===== config.mk =====
export PLATFORM = sky130hd
export DESIGN_NAME = dmem_access_arbiter
export DESIGN_NICKNAME = d
export VERILOG_FILES = /design/src/rtl/dmem_access_arbiter_pkg.sv /design/src/rtl/dmem_arb_pick.sv /design/src/rtl/dmem_access_arbiter.sv
export SDC_FILE = /design/constraint.sdc
export NUM_CORES = 1
export LEC_CHECK = 0
export CORE_UTILIZATION = 35
export DETAILED_ROUTE_END_ITERATION = 8
export GPL_TIMING_DRIVEN = 0
export PLACE_DENSITY = 0.76
export SETUP_SLACK_MARGIN = 0.02
export SLEW_MARGIN = 20
export SYNTH_ARGS = -nofsm -noshare
export SYNTH_HDL_FRONTEND = slang
export SYNTH_SLANG_ARGS = --single-unit
export TNS_END_PERCENT = 100

===== constraint.sdc =====
create_clock -name clk -period 1.8 [get_ports clk]
set_input_delay 0.45 -clock clk [delete_from_list [all_inputs] [get_ports clk]]
set_output_delay 0.45 -clock clk [all_outputs]
set_load 0.02 [all_outputs]

===== src/rtl/dmem_access_arbiter_pkg.sv =====
// Shared types and constants for the data-memory access arbiter.
package dmem_access_arbiter_pkg;

    typedef logic [1:0] arb_state_t;

    localparam arb_state_t ST_IDLE   = 2'd0;
    localparam arb_state_t ST_ACCESS = 2'd1;
    localparam arb_state_t ST_DONE   = 2'd2;

    localparam logic PORT_PIPE = 1'b0;
    localparam logic PORT_LOAD = 1'b1;

    localparam int DEF_WAIT_CYCLES = 1;
    localparam int DEF_DEPTH       = 64;

    // Misaligned or beyond the last word: rejected without touching memory.
    function automatic logic addr_bad(input logic [31:0] addr, input int depth);
        return (addr[1:0] != 2'b00) || ({2'b00, addr[31:2]} >= 32'(depth));
    endfunction

endpackage


===== src/rtl/dmem_arb_pick.sv =====
// Combinational grant selection between pipeline and loader ports.
// DMEM_ARB_RR_EN selects round-robin tie-breaking; default is fixed priority to the pipeline.
module dmem_arb_pick
    import dmem_access_arbiter_pkg::*;
(
    input  logic p_req,
    input  logic l_req,
    input  logic last_grant,
    output logic grant_valid,
    output logic grant_id
);

    assign grant_valid = p_req | l_req;

`ifdef DMEM_ARB_RR_EN
    assign grant_id = (p_req && l_req) ? ~last_grant : (p_req ? PORT_PIPE : PORT_LOAD);
`else
    logic unused_last_grant;
    assign unused_last_grant = last_grant;
    assign grant_id = p_req ? PORT_PIPE : PORT_LOAD;
`endif

endmodule


===== src/rtl/dmem_access_arbiter.sv =====
// Shares the single-port data memory between the pipeline MEM stage and the loader port.
// Tie-breaking policy is chosen in dmem_arb_pick via DMEM_ARB_RR_EN.
module dmem_access_arbiter
    import dmem_access_arbiter_pkg::*;
#(
    parameter int WAIT_CYCLES = DEF_WAIT_CYCLES,
    parameter int DEPTH       = DEF_DEPTH,
    parameter int AW          = $clog2(DEPTH)
) (
    input  logic          clk,
    input  logic          rst_n,
    input  logic          p_req,
    input  logic          p_we,
    input  logic [31:0]   p_addr,
    input  logic [31:0]   p_wdata,
    output logic          p_ack,
    output logic [31:0]   p_rdata,
    output logic          p_err,
    output logic          p_stall,
    input  logic          l_req,
    input  logic          l_we,
    input  logic [31:0]   l_addr,
    input  logic [31:0]   l_wdata,
    output logic          l_ack,
    output logic [31:0]   l_rdata,
    output logic          l_err,
    output logic          mem_r_en,
    output logic          mem_w_en,
    output logic [AW-1:0] mem_addr,
    output logic [31:0]   mem_st_val,
    input  logic [31:0]   mem_rd_val
);

    // state  | meaning
    // IDLE   | waiting for a request; arbitrates and latches the winner
    // ACCESS | memory cycle with cnt wait states remaining
    // DONE   | issues the owner's one-cycle ack on the next edge

    arb_state_t    state;
    logic [3:0]    cnt;
    logic          owner;
    logic          we_q;
    logic          err_q;
    logic          last_grant;
    logic [AW-1:0] addr_q;
    logic [31:0]   wdata_q;

    logic          grant_valid;
    logic          grant_id;
    logic [31:0]   sel_addr;
    logic          sel_bad;
    logic          in_access;

    dmem_arb_pick u_pick (
        .p_req       (p_req),
        .l_req       (l_req),
        .last_grant  (last_grant),
        .grant_valid (grant_valid),
        .grant_id    (grant_id)
    );

    assign sel_addr = (grant_id == PORT_LOAD) ? l_addr : p_addr;
    assign sel_bad  = addr_bad(sel_addr, DEPTH);

    always_ff @(posedge clk or negedge rst_n) begin
        if (!rst_n) begin
            state      <= ST_IDLE;
            cnt        <= '0;
            owner      <= PORT_PIPE;
            we_q       <= 1'b0;
            err_q      <= 1'b0;
            last_grant <= PORT_LOAD;
            addr_q     <= '0;
            wdata_q    <= '0;
            p_ack      <= 1'b0;
            l_ack      <= 1'b0;
            p_err      <= 1'b0;
            l_err      <= 1'b0;
            p_rdata    <= '0;
            l_rdata    <= '0;
        end else begin
            p_ack <= 1'b0;
            l_ack <= 1'b0;
            p_err <= 1'b0;
            l_err <= 1'b0;
            case (state)
                ST_IDLE: begin
                    if (grant_valid) begin
                        owner      <= grant_id;
                        last_grant <= grant_id;
                        we_q       <= (grant_id == PORT_LOAD) ? l_we : p_we;
                        wdata_q    <= (grant_id == PORT_LOAD) ? l_wdata : p_wdata;
                        addr_q     <= sel_addr[AW+1:2];
                        err_q      <= sel_bad;
                        cnt        <= 4'(WAIT_CYCLES);
                        state      <= sel_bad ? ST_DONE : ST_ACCESS;
                    end
                end
                ST_ACCESS: begin
                    if (cnt == 4'd0) begin
                        if (!we_q) begin
                            if (owner == PORT_LOAD) l_rdata <= mem_rd_val;
                            else                    p_rdata <= mem_rd_val;
                        end
                        state <= ST_DONE;
                    end else begin
                        cnt <= cnt - 4'd1;
                    end
                end
                ST_DONE: begin
                    if (owner == PORT_LOAD) begin
                        l_ack <= 1'b1;
                        l_err <= err_q;
                    end else begin
                        p_ack <= 1'b1;
                        p_err <= err_q;
                    end
                    state <= ST_IDLE;
                end
                default: state <= ST_IDLE;
            endcase
        end
    end

    // Only the last wait-state cycle writes, so one access commits exactly once.
    assign in_access  = (state == ST_ACCESS);
    assign mem_r_en   = in_access & ~we_q;
    assign mem_w_en   = in_access & we_q & (cnt == 4'd0);
    assign mem_addr   = in_access ? addr_q : '0;
    assign mem_st_val = in_access ? wdata_q : '0;

    assign p_stall = p_req & ~p_ack;

endmodule


==> results of run 1 <==
## timing repair
action	in CTS	in global routing
pin swaps	6	5
setup buffers	16	4
resized for setup	430	67
endpoints found under the setup margin	217	148
gates cloned	5	2
endpoints found under the hold margin	32	0
hold buffers	1	0
## critical path, cell delays in order (launching register included)
cell and delay (ps):
dfrtp_1 360, and2b_4 300, and3_4 220, and2_4 140, buf_6 110
## metal layers
layer | share of wire | GRT usage
met1 | 0.41 | 0.2538
met2 | 0.51 | 0.3662
met3 | 0.066 | 0.05762
met4 | 0.017 | 0.07317
met5 | 0 | 0
## per-stage QoR
step | setup TNS, ps | cell area (um2) | power [mW]
finish | -9705 | 9489 | 7.843
global route | -15130 | 9489 | 8.122
CTS | -8996 | 9266 | 7.842
detailed placement | -84220 | 8066 | 3.986
global placement | -537510 | 8038 | 3.940
floorplan | -460.3 | 5070 | 3.326
## cell type report
type	count	area (um2)
Fill cell	1067	4499
Timing Repair Buffer	300	3030
Sequential cell	115	2878
Multi-Input combinational cell	279	2402
Clock buffer	23	488.0
Buffer	24	256.5
Tap cell	180	225.2
Clock inverter	9	197.7
Inverter	3	11.26
## synth_stat cells
| cell type | instances |
|---|---|
| inv_1 | 3 |
| o21ai_0 | 1 |
| nor3b_2 | 1 |
| mux2_1 | 64 |
| buf_1 | 1 |
| nand2b_1 | 2 |
| buf_2 | 6 |
| o31ai_1 | 1 |
| clkbuf_1 | 18 |
| nor4b_1 | 1 |
| or3b_1 | 1 |
| nor2b_1 | 3 |
| a21oi_1 | 46 |
| and2b_1 | 1 |
| mux2i_1 | 40 |
| nand3_1 | 2 |
| ha_1 | 1 |
| nand4_1 | 1 |
| nor2_1 | 49 |
| and3_1 | 2 |
| dfrtp_1 | 115 |
| nor3_1 | 2 |
| a222oi_1 | 1 |
| o21a_1 | 1 |
| nand4b_1 | 1 |
| nand4_4 | 1 |
| nand2_1 | 3 |
| a21o_1 | 1 |
| or3_1 | 1 |
| or4_1 | 2 |
| nor4_1 | 8 |
| nand3b_1 | 2 |
| and2_1 | 40 |
## power breakdown
| group | total [mW] | internal [mW] | switching [mW] | leakage (nW) |
|---|---|---|---|---|
| registers | 2.93 | 2.81 | 0.122 | 1.40 |
| clock network | 3.85 | 2.74 | 1.11 | 0.333 |
| logic | 1.06 | 0.600 | 0.461 | 2.81 |
| total | 7.84 | 6.15 | 1.69 | 4.54 |
## registers in the layout (all words and copies together), names as in the netlist
register,flops
l_rdata,32
p_rdata,32
wdata_q,32
addr_q,6
cnt,4
state,2
err_q,1
l_ack,1
l_err,1
owner,1
p_ack,1
p_err,1
we_q,1
## path summary, 6_finish.rpt
path	startpoint	end	slack (ps)	depth (start not counted)
max reg2reg	state[1]$_DFFE_PN0P_	p_rdata[3]$_DFFE_PN0P_	-150	7
min in group asynchronous	rst_n	wdata_q[27]$_DFFE_PN0P_	490	2
min reg2reg	l_rdata[16]$_DFFE_PN0P_	l_rdata[16]$_DFFE_PN0P_	480	1
min	l_rdata[16]$_DFFE_PN0P_	l_rdata[16]$_DFFE_PN0P_	480	1
max in group asynchronous	rst_n	l_rdata[28]$_DFFE_PN0P_	610	3
max	state[1]$_DFFE_PN0P_	mem_w_en	-200	4
## cells by family (layout without fill, tap and decap cells)
family,count (synthesis),in the layout,share of synthesized area
muxes,104,104,0.2215
adders and majority gates,1,1,0.002472
buffers and inverters,28,359,0.02225
AOI/OAI and AO/OA,51,51,0.05291
DFF,115,115,0.5686
and+or+nand+nor,123,123,0.1323
## cells in the final DEF, fill, tap and decap left out, types with 3 or more instances in the layout
| cell type | n |
|---|---|
| clkbuf_8 | 8 |
| nand2_1 | 3 |
| and2_4 | 20 |
| mux2_4 | 61 |
| and2_1 | 20 |
| nor4_1 | 6 |
| inv_1 | 3 |
| bufinv_16 | 6 |
| buf_4 | 12 |
| buf_2 | 3 |
| nor2_1 | 49 |
| clkbuf_2 | 5 |
| buf_12 | 6 |
| dlygate4sd2_1 | 68 |
| mux2_1 | 3 |
| clkbuf_16 | 20 |
| clkbuf_1 | 5 |
| buf_6 | 47 |
| a21oi_1 | 44 |
| mux2i_1 | 40 |
| dfrtp_1 | 115 |
| buf_8 | 6 |
| clkbuf_4 | 4 |
| nor2b_1 | 3 |
| clkdlybuf4s50_1 | 159 |
==> impl_results.md, run 1 <==
- Status: finished with violations
- Violated checks: negative setup slack
- Setup violations, final: 106
- Clock Tree Buf Depth: 2
- CP max FO: 5
- Clock Sink Count: 115
- Pin count of the biggest net entering global routing: 84
- Placed cell count: 877
- Seq/Total Area, Yosys: 0.5686
- RSZ-0062 raised after global routing: true
- Starting density of the core: 0.3618
- Distinct cells, synth: 33
- TritonRoute pass-1 iters: 4
- Critical Path AT: 1550 ps
- Detailed placement HPWL: 11.25 mm
- CTS tree: built
- Worst VDD drop: 0.0005938 V
- Top cell type by total area after synthesis: dfrtp_1
- GRT overflow: 0
- Max Cap Viol: 0
- Worst-path clk slew: 50 ps
- Initial antenna violation count: 0
- Power Density: 826.5 nW/um2
- Hold crit path type: reg2reg
- Routed Antenna Nets: 0
- Max Slew Vio Count: 0
- First-pass GRT wire length: 24.02 mm
- Worst Setup Start Kind: register
- Placer Congestion: 1.011
- Area of the core: 13990 um2
- 1st-iter DRT viols: 127
- Num CTS Buffers: 17
- Final hold vios: 0
- CP Data Required Time: 1350 ps
- Die width: 122.3 um
- Worst Setup End Kind: primary output
- Fin worst setup slack: -197.1 ps
- GRT Total Usage: 0.2123
- Vias/cell: 4.823
- Synth top area share: 0.5686
- Slew HR: 0.5273
- Worst slew pin tran: 709.1 ps
- Syn Area/Cell: 11.99 um2
- Synth area leaders: dfrtp_1 (57%), mux2_1 (14%), mux2i_1 (7.9%), and2_1 (4.9%), a21oi_1 (4.5%)
- Leak pwr: 4.542 nW
- Final core utilization: 0.6784
- DR WL/cell: 17.46 um
- #FFs+latches synth: 115
- Syn nets: 589
- # IOs: 275
- # rows: 43
- H-tree lvl count: 4
- Port buffer count: 274
- Yosys Warn Count: 0
- Number of nets in the layout: 907
- Post-synthesis cell count: 422
- Clock Latency Late Sink: 400 ps
- Critical path class: reg2out
- Post-Place Setup Slack: -1367 ps
- Post-layout min period: 1997 ps
- Antenna Cells: 0
- Mapped cell area: 5061 um2
- DRC Markers: 0
- Root buf cell: clkbuf_16
- Routed WL: 16.29 mm
- Fin Hold WS: 483.5 ps
- Fin cells: 933
- Die footprint: 14950 um2
- Number of global-route vias before repair: 4789
- Max Clock Skew: 5.422 ps
- Layout cells sized above 1: 0.2869
- P&R area growth vs syn: 87.49%
- Total number of vias: 4500
- Period utilisation layout: 1.109
- Die Y: 122.3 um
- Highest Clock Rate: 500.7 MHz
Note: power is estimated with default switching activity, not from simulation.
==> inputs of run 2 (changes only) <==
REMOVE_ABC_BUFFERS = 1   (was unset)
==> run 2 against run 1 <==
Effect of this change: the flow still finishes with violations (negative setup slack); clock skew increased by 0.89 ps; final cell count increased by 0.86%; largest cell class unchanged; sequential share of layout area decreased by 0.63 points; first-iteration DRC count increased by 71%; global-route usage increased by 1.2 points; clock-buffer cell count decreased by 3; combinational power increased by 11%; fmax decreased by 3.6%; die area unchanged; register-to-register slack got worse by 50 ps; clock power decreased by 14%; power decreased by 5.4%.
==> impl_results.md, run 2 (same netlist as run 1, synthesis figures left out) <==
- Post-layout min period: 2073 ps
- Detailed placement HPWL: 10.87 mm
- # rows: 43
- Die Y: 122.3 um
- Leak pwr: 4.625 nW
- Worst slew pin tran: 566.3 ps
- Hold crit path type: in2async
- H-tree lvl count: 4
- Commonest non-fill, non-tap cell in the layout: clkdlybuf4s50_1
- Worst Setup End Kind: primary output
- Pin count of the biggest net entering global routing: 82
- Antenna Cells: 0
- Met2 Track Usage GR: 0.4129
- GRT busiest layer: met2
- Critical Path AT: 1620 ps
- Total number of vias: 4607
- Die footprint: 14950 um2
- GRT overflow: 0
- Number of global-route vias before repair: 4884
- TNS Setup: -18560 ps
- Worst-path clk slew: 60 ps
- Slew HR: 0.6225
- Most frequent cells in the layout: clkdlybuf4s50_1 (159), dfrtp_1 (113), dlygate4sd2_1 (69), mux2_4 (64), buf_6 (58)
- P&R area growth vs syn: 91.62%
- Number of nets in the layout: 915
- Highest Clock Rate: 482.5 MHz
- CP Data Required Time: 1350 ps
- Root buf cell: clkbuf_16
- DRC Markers: 0
- Port buffer count: 274
- Die width: 122.3 um
- Critical path class: reg2out
- CTS tree: built
- Fin worst setup slack: -272.5 ps
- Max Cap Viol: 0
- Starting density of the core: 0.3618
- Period utilisation layout: 1.151
- Max Slew Vio Count: 0
- Setup violations, final: 105
- Initial antenna violation count: 0
- Status: finished with violations
- Clock Tree Buf Depth: 2
- Worst VDD drop: 0.0005910 V
- CP max FO: 6
- Clock Sink Count: 115
- Sequential cell area: 2880 um2
- Area of the core: 13990 um2
- Placer Congestion: 0.7567
- GRT met3 Usage: 0.06506
- 1st-iter DRT viols: 217
- Max Clock Skew: 6.314 ps
- # fillers: 1003
- # IOs: 275
- DR WL/cell: 19.14 um
- Routed WL: 18.01 mm
- TritonRoute pass-1 iters: 4
- Final hold vios: 0
- First-pass GRT wire length: 24.94 mm
- Area of the multi-input gates: 2511 um2
- Power Density: 765.2 nW/um2
- Vias/cell: 4.896
- Fin cells: 941
- Placed cell count: 857
- Fin Hold WS: 4.518 ps
- RSZ-0062 raised after global routing: true
- Clock Latency Late Sink: 410 ps
- GRT Total Usage: 0.2238
- Reg2reg path depth: 7
- Largest regs: l_rdata: 32 flops, p_rdata: 32 flops, wdata_q: 32 flops
- Violated checks: negative setup slack
- Worst Setup Start Kind: register
- Routed Antenna Nets: 0
- Met1 usage: 0.2371
- Num CTS Buffers: 17
- Layout cells sized above 1: 0.3180
- Hold-fix buffers, CTS: 0
run 2: power by group:
part	leakage, nW	switching (mW)	internal [mW]
registers	1.40	0.134	2.81
clock network	0.278	1.19	2.11
logic	2.95	0.502	0.679
run 2: path summary, 6_finish.rpt:
path                                          from                       to  slack [ps]
setup / recovery              state[1]$_DFFE_PN0P_           mem_st_val[10]        -270
hold / removal                               rst_n   wdata_q[4]$_DFFE_PN0P_           5
setup reg to reg              state[1]$_DFFE_PN0P_  l_rdata[13]$_DFFE_PN0P_        -200
hold reg to reg            l_rdata[23]$_DFFE_PN0P_  l_rdata[23]$_DFFE_PN0P_         500
max in group asynchronous                    rst_n  p_rdata[15]$_DFFE_PN0P_        1120
min in group clk                             p_req        owner$_DFFE_PN0P_         450
run 2: area by class of cell:
class	instances	share of cell area
Clock buffer	20	0.04709
Clock inverter	12	0.01355
Inverter	3	0.001161
Multi-Input combinational cell	286	0.2589
Sequential cell	115	0.2970
Tap cell	180	0.02322
Timing Repair Buffer	325	0.3591
run 2: repair_timing:
action,in CTS,in global routing
cloned,9,12
endpoints found under the setup margin,176,147
pin swaps,18,17
hold endpoints to repair,0,0
buffers inserted,23,9
resized for setup,446,25
run 2: routing by layer:
metal | wire, um | up-vias
li1 | - | 2133
met1 | 7003 | 2261
met2 | 9446 | 188
met3 | 1246 | 25
met4 | 314 | 0
met5 | 0 | -
run 2: stage by stage:
stage          utilization  area, um2  power, mW  worst slack, ps
2_1_floorplan            -       4960      3.298            -1306
3_3_place_gp        0.5667       7928      3.923            -3919
3_5_place_dp        0.5753       8048      3.974            -1253
4_1_cts             0.6677       9340      7.295           -272.1
5_1_grt             0.6933       9698      7.726           -307.1
6_report            0.6933       9698      7.421           -272.5
run 2: worst max-delay path: stages, from the launching register on:
cell and delay, ps:
dfrtp_2 430, buf_12 140, and2b_4 290, buf_6 110, and2_4 130, buf_6 110
